--- src/rtl/serial_adder_seq.sv ---
// serial_adder_seq: bit-serial 4-bit add/subtract on one shared 1-bit full-adder slice
module serial_adder_seq #(
  parameter int WIDTH = 4
) (
  input  logic       clk,
  input  logic       rst_n,
  input  logic       ena,
  input  logic [7:0] ui_in,
  input  logic [7:0] uio_in,
  output logic [7:0] uo_out,
  output logic [7:0] uio_out,
  output logic [7:0] uio_oe
);
  localparam int CW = (WIDTH > 1) ? $clog2(WIDTH) : 1;
  typedef enum logic [1:0] {IDLE, SHIFT, DONE} state_t;
  state_t state_q, state_d;
  logic start_q;
  logic [WIDTH-1:0] a_q, a_d, b_q, b_d, r_q, r_d, res_q, res_d;
  logic c_q, c_d, c_msb_q, c_msb_d, carry_q, carry_d, ovf_q, ovf_d;
  logic [CW-1:0] cnt_q, cnt_d;
  logic launch, s, cout, unused;
  assign s      = a_q[0] ^ b_q[0] ^ c_q;
  assign cout   = (a_q[0] & b_q[0]) | (c_q & (a_q[0] ^ b_q[0]));
  assign launch = uio_in[0] & ~start_q & (state_q != SHIFT);
  assign uo_out  = {ovf_q, state_q == DONE, state_q == SHIFT, carry_q, res_q};
  assign uio_out = 8'h00;
  assign uio_oe  = 8'h00;
  assign unused  = &{1'b0, uio_in[7:2]};
  // State and datapath registers; ena low freezes everything including the start edge detector
  always_ff @(posedge clk or negedge rst_n) begin
    if (!rst_n) begin
      state_q <= IDLE;
      start_q <= 1'b0;
      a_q     <= '0;
      b_q     <= '0;
      r_q     <= '0;
      res_q   <= '0;
      c_q     <= 1'b0;
      c_msb_q <= 1'b0;
      carry_q <= 1'b0;
      ovf_q   <= 1'b0;
      cnt_q   <= '0;
    end else if (ena) begin
      state_q <= state_d;
      start_q <= uio_in[0];
      a_q     <= a_d;
      b_q     <= b_d;
      r_q     <= r_d;
      res_q   <= res_d;
      c_q     <= c_d;
      c_msb_q <= c_msb_d;
      carry_q <= carry_d;
      ovf_q   <= ovf_d;
      cnt_q   <= cnt_d;
    end
  end
  // Launch loads operands (subtract = A + ~B + 1), SHIFT consumes one bit per edge, last bit commits outputs
  always_comb begin
    state_d = state_q;
    a_d     = a_q;
    b_d     = b_q;
    r_d     = r_q;
    res_d   = res_q;
    c_d     = c_q;
    c_msb_d = c_msb_q;
    carry_d = carry_q;
    ovf_d   = ovf_q;
    cnt_d   = cnt_q;
    if (state_q != SHIFT) begin
      if (launch) begin
        a_d     = ui_in[WIDTH-1:0];
        b_d     = uio_in[1] ? ~ui_in[2*WIDTH-1:WIDTH] : ui_in[2*WIDTH-1:WIDTH];
        c_d     = uio_in[1];
        cnt_d   = '0;
        state_d = SHIFT;
      end
    end else begin
      c_d   = cout;
      r_d   = {s, r_q[WIDTH-1:1]};
      a_d   = a_q >> 1;
      b_d   = b_q >> 1;
      cnt_d = cnt_q + 1'b1;
      c_msb_d = (cnt_q == CW'(WIDTH - 2)) ? cout : c_msb_q;
      if (cnt_q == CW'(WIDTH - 1)) begin
        res_d   = {s, r_q[WIDTH-1:1]};
        carry_d = cout;
        ovf_d   = c_msb_q ^ cout;
        state_d = DONE;
      end
    end
  end
endmodule

--- config.mk ---
export PLATFORM = sky130hd
export DESIGN_NAME = serial_adder_seq
export DESIGN_NICKNAME = d
export VERILOG_FILES = /design/src/rtl/serial_adder_seq.sv
export SDC_FILE = /design/constraint.sdc
export NUM_CORES = 1
export LEC_CHECK = 0
export BUFFER_PORTS_ARGS = -buffer_cell sky130_fd_sc_hd__buf_2
export CAP_MARGIN = 15
export CORE_MARGIN = 2
export CORE_UTILIZATION = 45
export DETAILED_ROUTE_END_ITERATION = 10
export GPL_TIMING_DRIVEN = 0
export HOLD_SLACK_MARGIN = 0.03
export PLACE_DENSITY_LB_ADDON = 0.05
export SYNTH_ARGS = -nofsm -noshare
export SYNTH_HDL_FRONTEND = slang
export SYNTH_SLANG_ARGS = --single-unit
--- constraint.sdc ---
create_clock -name clk -period 2.9 [get_ports clk]
set_input_delay 0.145 -clock clk [delete_from_list [all_inputs] [get_ports clk]]
set_output_delay 0.145 -clock clk [all_outputs]
set_load 0.02 [all_outputs]
==> results.tsv, run 1 <==
metric	value	unit
num_rows	19	
die_width	57.6	um
drive_gt1_share	46.2	%
yosys.cell_count.top_type	dfrtp_1	
synth_edf_count	0	
ir_drop	573	uV
fin_crit_sh	54.4	%
finalMaxSlewViolations	0	
hold_depth	2	
io_buffers	19	
period_needed	1.58	ns
insertion_delay	0.32	ns
slowest_delay	0.44	ns
detail-route-antenna-nets	0	
fp.coreArea	0.00273	mm2
synth_area_leaders	dfrtp_1 46%, mux2_2 15%, buf_4 11%, mux2_4 2.3%, xor2_1 2.0%	
grt_overflow_total	0	
max_cap_violations	0	
via_per_inst	4.60	
drt_wl_total	2130	um
grt_first_pass_wirelength	3570	um
dpl-instance-area	0.00148	mm2
syn_area	0.00129	mm2
firstDrtPassIters	2	
final_cells	176	
fin_area	0.00153	mm2
path_clk_slew	0.13	ns
power_density	994	mW/mm2
finalSetupViolations	0	
die_area	0.00332	mm2
diodes	0	
place_congestion	0.758	
leakage	0.770	nW
worst_hold_startpoint	ui_in[3]	
grt_usage	14.3	%
crit_fanout	10	
hold_viol_final	0	
worstSetupStartpointType	flip-flop	
dpl.cell_count	171	
drc_errors	0	
slew_headroom	63.6	%
rsz0062_at_grt	no	
yosysUniqueCellTypes	32	
area_growth	18.3	%
fmax	0.634	GHz
num_vias	810	
synth_seq_cells	24	
min_to	a_q[3]	
initial_core_util	47.3	%
syn_area_per_cell	12.2	um2
dp_hpwl	1620	um
num-fill-cells	250	
r2r_setup_slack	1.35	ns
cts_buffers	3	
worst-setup-path-type	flip-flop to output port	
synth_top_area_cell	dfrtp_1	
end_kind	output port	
power.total	0.00152	W
wl_per_cell	12.1	um
ioPinCount	43	
status	finished clean	
yosysTopAreaCellShare	46.5	%
layout.nets	168	
worstMarginPinSlew	0.547	ns
htreeDepth	1	
fp.dieH	57.6	um
cts.sinks	24	
r2r-start	state_q[1]	
cp.arrival	1.43	ns
drt_iter0_markers	9	
grt_pass1_vias	787	
rr_endpoint	a_q[1]	
synth_common_cells	24 x dfrtp_1, 19 x buf_4, 17 x mux2_2	
ys_warn_count	0	
cts_tree	done	
cp.required	2.76	ns
synthCells	106	
path_cells	nand2b_4 > inv_4 > buf_6 > buf_4 > buf_2	
finalClockSkew	0.00287	ns
cts_root_buffer	clkbuf_4	
synth_flop_cell	dfrtp_1	
antenna_found_initial	0	
hold_class	input port to flip-flop	
async_flop_share	100	%
cts_setup_buffers	0	
fin_setup_tns	0	ns
crit_slowest_cell	dfrtp_1	
grt_max_degree	25	
ys_seq_area_share	46.5	%
r2r_cells	3	
clock_path_buffers	2	
kinds of logic after synthesis:
| family | Yosys count | share of synthesized area (%) |
|---|---|---|
| compound gates | 12 | 7.07 |
| xor+xnor | 5 | 3.39 |
| fa+ha+maj | 3 | 3.48 |
| buf+inv | 25 | 13.6 |
| flops | 24 | 46.5 |
| mux | 20 | 17.9 |
| other cells | 1 | 0.290 |
| simple gates | 16 | 7.84 |
state kept, by name, summed over array words and instances (netlist names):
| signal | count |
|---|---|
| start_q | 1 |
| ovf_q | 1 |
| r_q | 3 |
| res_q | 4 |
| c_q | 1 |
| state_q | 2 |
| c_msb_q | 1 |
| a_q | 4 |
| cnt_q | 2 |
| b_q | 4 |
| carry_q | 1 |
cell usage in the layout, fill, tap and decap left out, types with 2 or more instances in the layout:
cell	Yosys	routed
dfrtp_1	24	24
nor2b_1	2	2
nand2_1	2	2
buf_2	0	19
nand3_1	3	3
or3b_2	2	2
mux2_4	2	2
mux2_2	17	17
a2bb2oi_1	2	2
nor2_1	2	2
ha_1	2	2
clkbuf_4	0	3
buf_4	19	19
o21ai_0	3	3
clkbuf_1	2	2
conb_1	1	16
xnor2_1	2	2
xor2_1	3	3
inv_1	2	2
o31ai_1	2	2
what timing repair did:
item	CTS	global route
hold endpoints to repair	24	0
hold buffers	1	0
resized for setup	0	0
worst max-delay path, delay by kind of cell, from the launching register on:
kind / cells / cell delay [ns]
buf+inv: 4 / 0.47
flops: 1 / 0.44
simple gates: 1 / 0.19
metal layers:
metal / up-vias / wire [um] / share of wire, % / global-route usage (%)
met5: - / 0 / 0 / 0
met4: 0 / 47 / 2.2 / 6.98
met3: 5 / 94 / 4.4 / 2.49
met2: 20 / 1020 / 48 / 22.6
met1: 376 / 965 / 45 / 18.9
li1: 409 / - / - / -
worst max path at each step:
| stage | startpoint | to | slack [ns] | cells after the start |
|---|---|---|---|---|
| after floorplan | a_q[0] | c_q | 1.42 | 3 |
| after global placement | a_q[0] | c_q | 1.38 | 3 |
| after detailed placement | a_q[0] | c_q | 1.37 | 3 |
| after CTS | state_q[1] | uo_out[5] | 1.31 | 5 |
| after global routing | state_q[1] | uo_out[5] | 1.26 | 5 |
| final | state_q[1] | uo_out[5] | 1.32 | 5 |
power breakdown:
| part | switching (W) | internal (W) | leakage (nW) |
|---|---|---|---|
| registers | 0.0000984 | 0.000489 | 0.290 |
| logic | 0.000352 | 0.000403 | 0.459 |
| clock network | 0.000101 | 0.0000769 | 0.0210 |
| total | 0.000552 | 0.000969 | 0.770 |
final cells by class:
| cell class | count | area, um2 | share of cell area (%) |
|---|---|---|---|
| Buffer | 22 | 161 | 10.6 |
| Clock buffer | 4 | 36.3 | 2.37 |
| Inverter | 3 | 13.8 | 0.900 |
| Multi-Input combinational cell | 72 | 573 | 37.5 |
| Sequential cell | 24 | 601 | 39.3 |
| Tap cell | 31 | 38.8 | 2.54 |
| Timing Repair Buffer | 20 | 105 | 6.87 |
per-stage QoR:
step	utilization (%)	hold slack, ns	setup WS (ns)
after global placement	54.2	0.155	1.38
after CTS	55.9	0.0560	1.31
after floorplan	-	-0.151	1.42
after detailed placement	54.2	0.166	1.37
final	55.9	0.0702	1.32
after global routing	55.9	0.0577	1.26
Note: power is estimated with default switching activity, not from simulation.
==> inputs of run 2 (changes only) <==
ABC_AREA = 1   (was not set)
clock period = 1.27 ns   (was 2.9 ns; I/O delays follow)
==> run 2 against run 1 <==
Against the previous run: clock skew hardly changed; global-route usage is 1.9 points higher; design area is 6.9% higher; flip-flop and latch count stayed put.
==> results.tsv, run 2 <==
metric	value	unit	change
diodes	0		unchanged
num_vias	1106		was 810
syn_area_per_cell	7.92	um2	was 12.2 um2
wl_per_cell	9.96	um	was 12.1 um
hold_viol_final	0		unchanged
max_cap_violations	0		unchanged
synthCells	165		was 106
cp.required	1.48	ns	was 2.76 ns
path_cells	fa_2 > xor2_1 > nand2_1 > nand2_1		was nand2b_4 > inv_4 > buf_6 > buf_4 > buf_2
slowest_delay	0.44	ns	about the same
power_density	1980	mW/mm2	was 994 mW/mm2
cts_tree	done		unchanged
async_flop_share	100	%	unchanged
layout.nets	237		was 168
synth_top_family_by_area	simple AND/OR/NAND/NOR gates		was multiplexers
synth_common_cells	64 x nand2_1, 24 x dfrtp_1, 19 x buf_4, 19 x nand3_1, 15 x inv_1		was 24 x dfrtp_1, 19 x buf_4, 17 x mux2_2
fp.dieH	57.9	um	was 57.6 um
cts_root_buffer	clkbuf_4		unchanged
fmax	0.828	GHz	
slew_headroom	63.8	%	was 63.6%
drc_errors	0		unchanged
timing.hold.ws	0.0401	ns	was 0.0702 ns
via_per_inst	4.51		was 4.60
grt_overflow_total	0		unchanged
htreeDepth	1		unchanged
drt_wl_total	2440	um	was 2130 um
switching_share	41.9	%	was 36.3%
detail-route-antenna-nets	0		unchanged
firstDrtPassIters	4		was 2
share_comb_of_total_power	49.2	%	was 49.7%
worstSetupStartpointType	flip-flop		unchanged
ir_drop	1160	uV	was 573 uV
worstMarginPinSlew	0.543	ns	was 0.547 ns
synthAdderAreaFrac	3.44	%	was 3.48%
io_buffers	20		was 19
p_sw	0.00135	W	was 0.000552 W
synth_area_leaders	dfrtp_1 46%, nand2_1 18%, buf_4 11%, nand3_1 7.3%, inv_1 4.3%		was dfrtp_1 46%, mux2_2 15%, buf_4 11%, mux2_4 2.3%, xor2_1 2.0%
mostFrequentLayoutCells	64 x nand2_1, 24 x buf_4, 24 x dfrtp_1		was 24 x dfrtp_1, 19 x buf_4, 19 x buf_2
finalClockSkew	0.00306	ns	was 0.00287 ns
rsz0062_at_grt	yes		was no
dp_hpwl	1830	um	was 1620 um
yosysTopAreaCellShare	45.9	%	was 46.5%
path_clk_slew	0.13	ns	about the same
final_cells	245		was 176
leakage	0.972	nW	was 0.770 nW
status	finished clean		unchanged
ys_warn_count	0		unchanged
syn_area	0.00131	mm2	was 0.00129 mm2
fin_util	59.3	%	was 55.9%
crit_fanout	4		was 10
synth.area.mux_share	0	%	was 17.9%
cts.sinks	24		unchanged
die_width	57.9	um	was 57.6 um
path_common_cell	nand2_1		
synth_flop_cell	dfrtp_1		unchanged
area_growth	25.0	%	was 18.3%
synth-xor-area-share	0.670	%	was 3.39%
finalSetupViolations	0		unchanged
path_buf_inv	0		was 4
synth_top_area_cell	dfrtp_1		unchanged
initial_core_util	47.4	%	was 47.3%
top_regs	a_q: 4 flops, b_q: 4 flops, res_q: 4 flops		unchanged
cp.arrival	1.42	ns	was 1.43 ns
seqPwrFrac	38.5	%	was 38.6%
pwr-share-clk	12.3	%	was 11.7%
ys_seq_area_share	45.9	%	was 46.5%
insertion_delay	0.30	ns	was 0.32 ns
die_area	0.00335	mm2	was 0.00332 mm2
grt_first_pass_wirelength	4260	um	was 3570 um
synth-simple-area-share	30.0	%	was 7.84%
cp_top_family	adder cells		was buffers and inverters
dpl.cell_count	231		was 171
fin_crit_sh	95.1	%	
crit_slowest_cell	fa_2		was dfrtp_1
num-fill-cells	279		was 250
synth_compound_area_share	3.06	%	was 7.07%
grt_max_degree	25		unchanged
ioPinCount	43		unchanged
finalMaxSlewViolations	0		unchanged
cts_buffers	3		unchanged
drt_iter0_markers	26		was 9
intPower	0.00188	W	was 0.000969 W
synth_seq_cells	24		unchanged
worst-setup-path-type	flip-flop to flip-flop		was flip-flop to output port
antenna_found_initial	0		unchanged
synth_edf_count	0		unchanged
clock_path_buffers	2		unchanged
fp.coreArea	0.00276	mm2	was 0.00273 mm2
yosysUniqueCellTypes	17		was 32
yosys.cell_count.top_type	nand2_1		was dfrtp_1
period_needed	1.21	ns	
end_kind	flip-flop		was output port
place_congestion	0.718		was 0.758
grt_usage	16.2	%	was 14.3%
grt_pass1_vias	1037		was 787
drive_gt1_share	26.2	%	was 46.2%
hold_class	input port to flip-flop		unchanged
layout.cells.most_common	nand2_1		was dfrtp_1
num_rows	19		unchanged
[run 2: cell types whose count changed after synthesis, sizes merged, moves of 3 or more]
cell and delta:
nand3 +17, o21ai +5, nand2 +63, nor2 +3
inv +14, mux2 -19
[run 2: power groups by stage]
stage	Clock, W	Sequential [W]	Combinational [W]
4_1_cts	0.000410	0.00125	0.00160
3_5_place_dp	0	0.00128	0.00149
5_1_grt	0.000434	0.00128	0.00184
2_1_floorplan	0	0.00131	0.00108
3_3_place_gp	0	0.00126	0.00146
6_report	0.000396	0.00124	0.00159
[run 2: cell type report]
| cell class | count | area, um2 | area share [%] |
|---|---|---|---|
| plain buffers | 21 | 153 | 9.34 |
| clock buffers | 4 | 36.3 | 2.22 |
| multi-input cells | 118 | 549 | 33.6 |
| inverters | 17 | 63.8 | 3.91 |
| well taps | 31 | 38.8 | 2.37 |
| flip-flops and latches | 24 | 601 | 36.8 |
| repair buffers | 30 | 193 | 11.8 |
[run 2: metal layers]
| layer | wire [um] | vias to the layer above | GRT usage, % |
|---|---|---|---|
| li1 | - | 572 | - |
| met1 | 1060 | 513 | 18.7 |
| met2 | 1270 | 19 | 31.3 |
| met3 | 82 | 2 | 2.01 |
| met4 | 19 | 0 | 3.99 |
| met5 | 0 | - | 0 |
[run 2: cell families after synthesis]
group / Yosys count
other: 1
AO/OA/AOI/OAI: 8
buffers and inverters: 38
XOR/XNOR: 1
AND/OR/NAND/NOR: 90
adder cells (fa/ha/maj): 3
flip-flops: 24
[run 2: path summary, 6_finish.rpt]
path | slack [ns] | from | cells after the start | to
max in group asynchronous | 0.66 | rst_n | 2 | r_q[3]
min reg2reg | 0.48 | res_q[1] | 2 | res_q[1]
max | 0.06 | c_q | 4 | ovf_q
min | 0.04 | ui_in[1] | 5 | a_q[1]
min in group asynchronous | 0.25 | rst_n | 2 | res_q[0]
max reg2reg | 0.06 | c_q | 4 | ovf_q
[run 2: per-stage QoR]
stage | worst slack [ns] | TNS, ns | total power [W] | instance area, um2
CTS | 0.0271 | 0 | 0.00325 | 1620
global route | -0.0206 | -0.0206 | 0.00355 | 1630
finish | 0.0616 | 0 | 0.00323 | 1630
detailed placement | -0.0434 | -0.0434 | 0.00277 | 1500
global placement | -0.0461 | -0.0461 | 0.00272 | 1500
floorplan | 0.0278 | 0 | 0.00239 | 1360
[run 2: timing repair]
action	in CTS	in global routing
setup buffers	2	3
setup endpoints to repair	2	9
resized for setup	1	0
pin swaps	1	4
hold endpoints to repair	27	0
hold buffers	6	0
[run 2: worst min-delay path: stages]
cell and delay [ns]:
buf_2 0.07, nand2_1 0.04, nand2_1 0.05, nand2_1 0.04, nand2_1 0.05
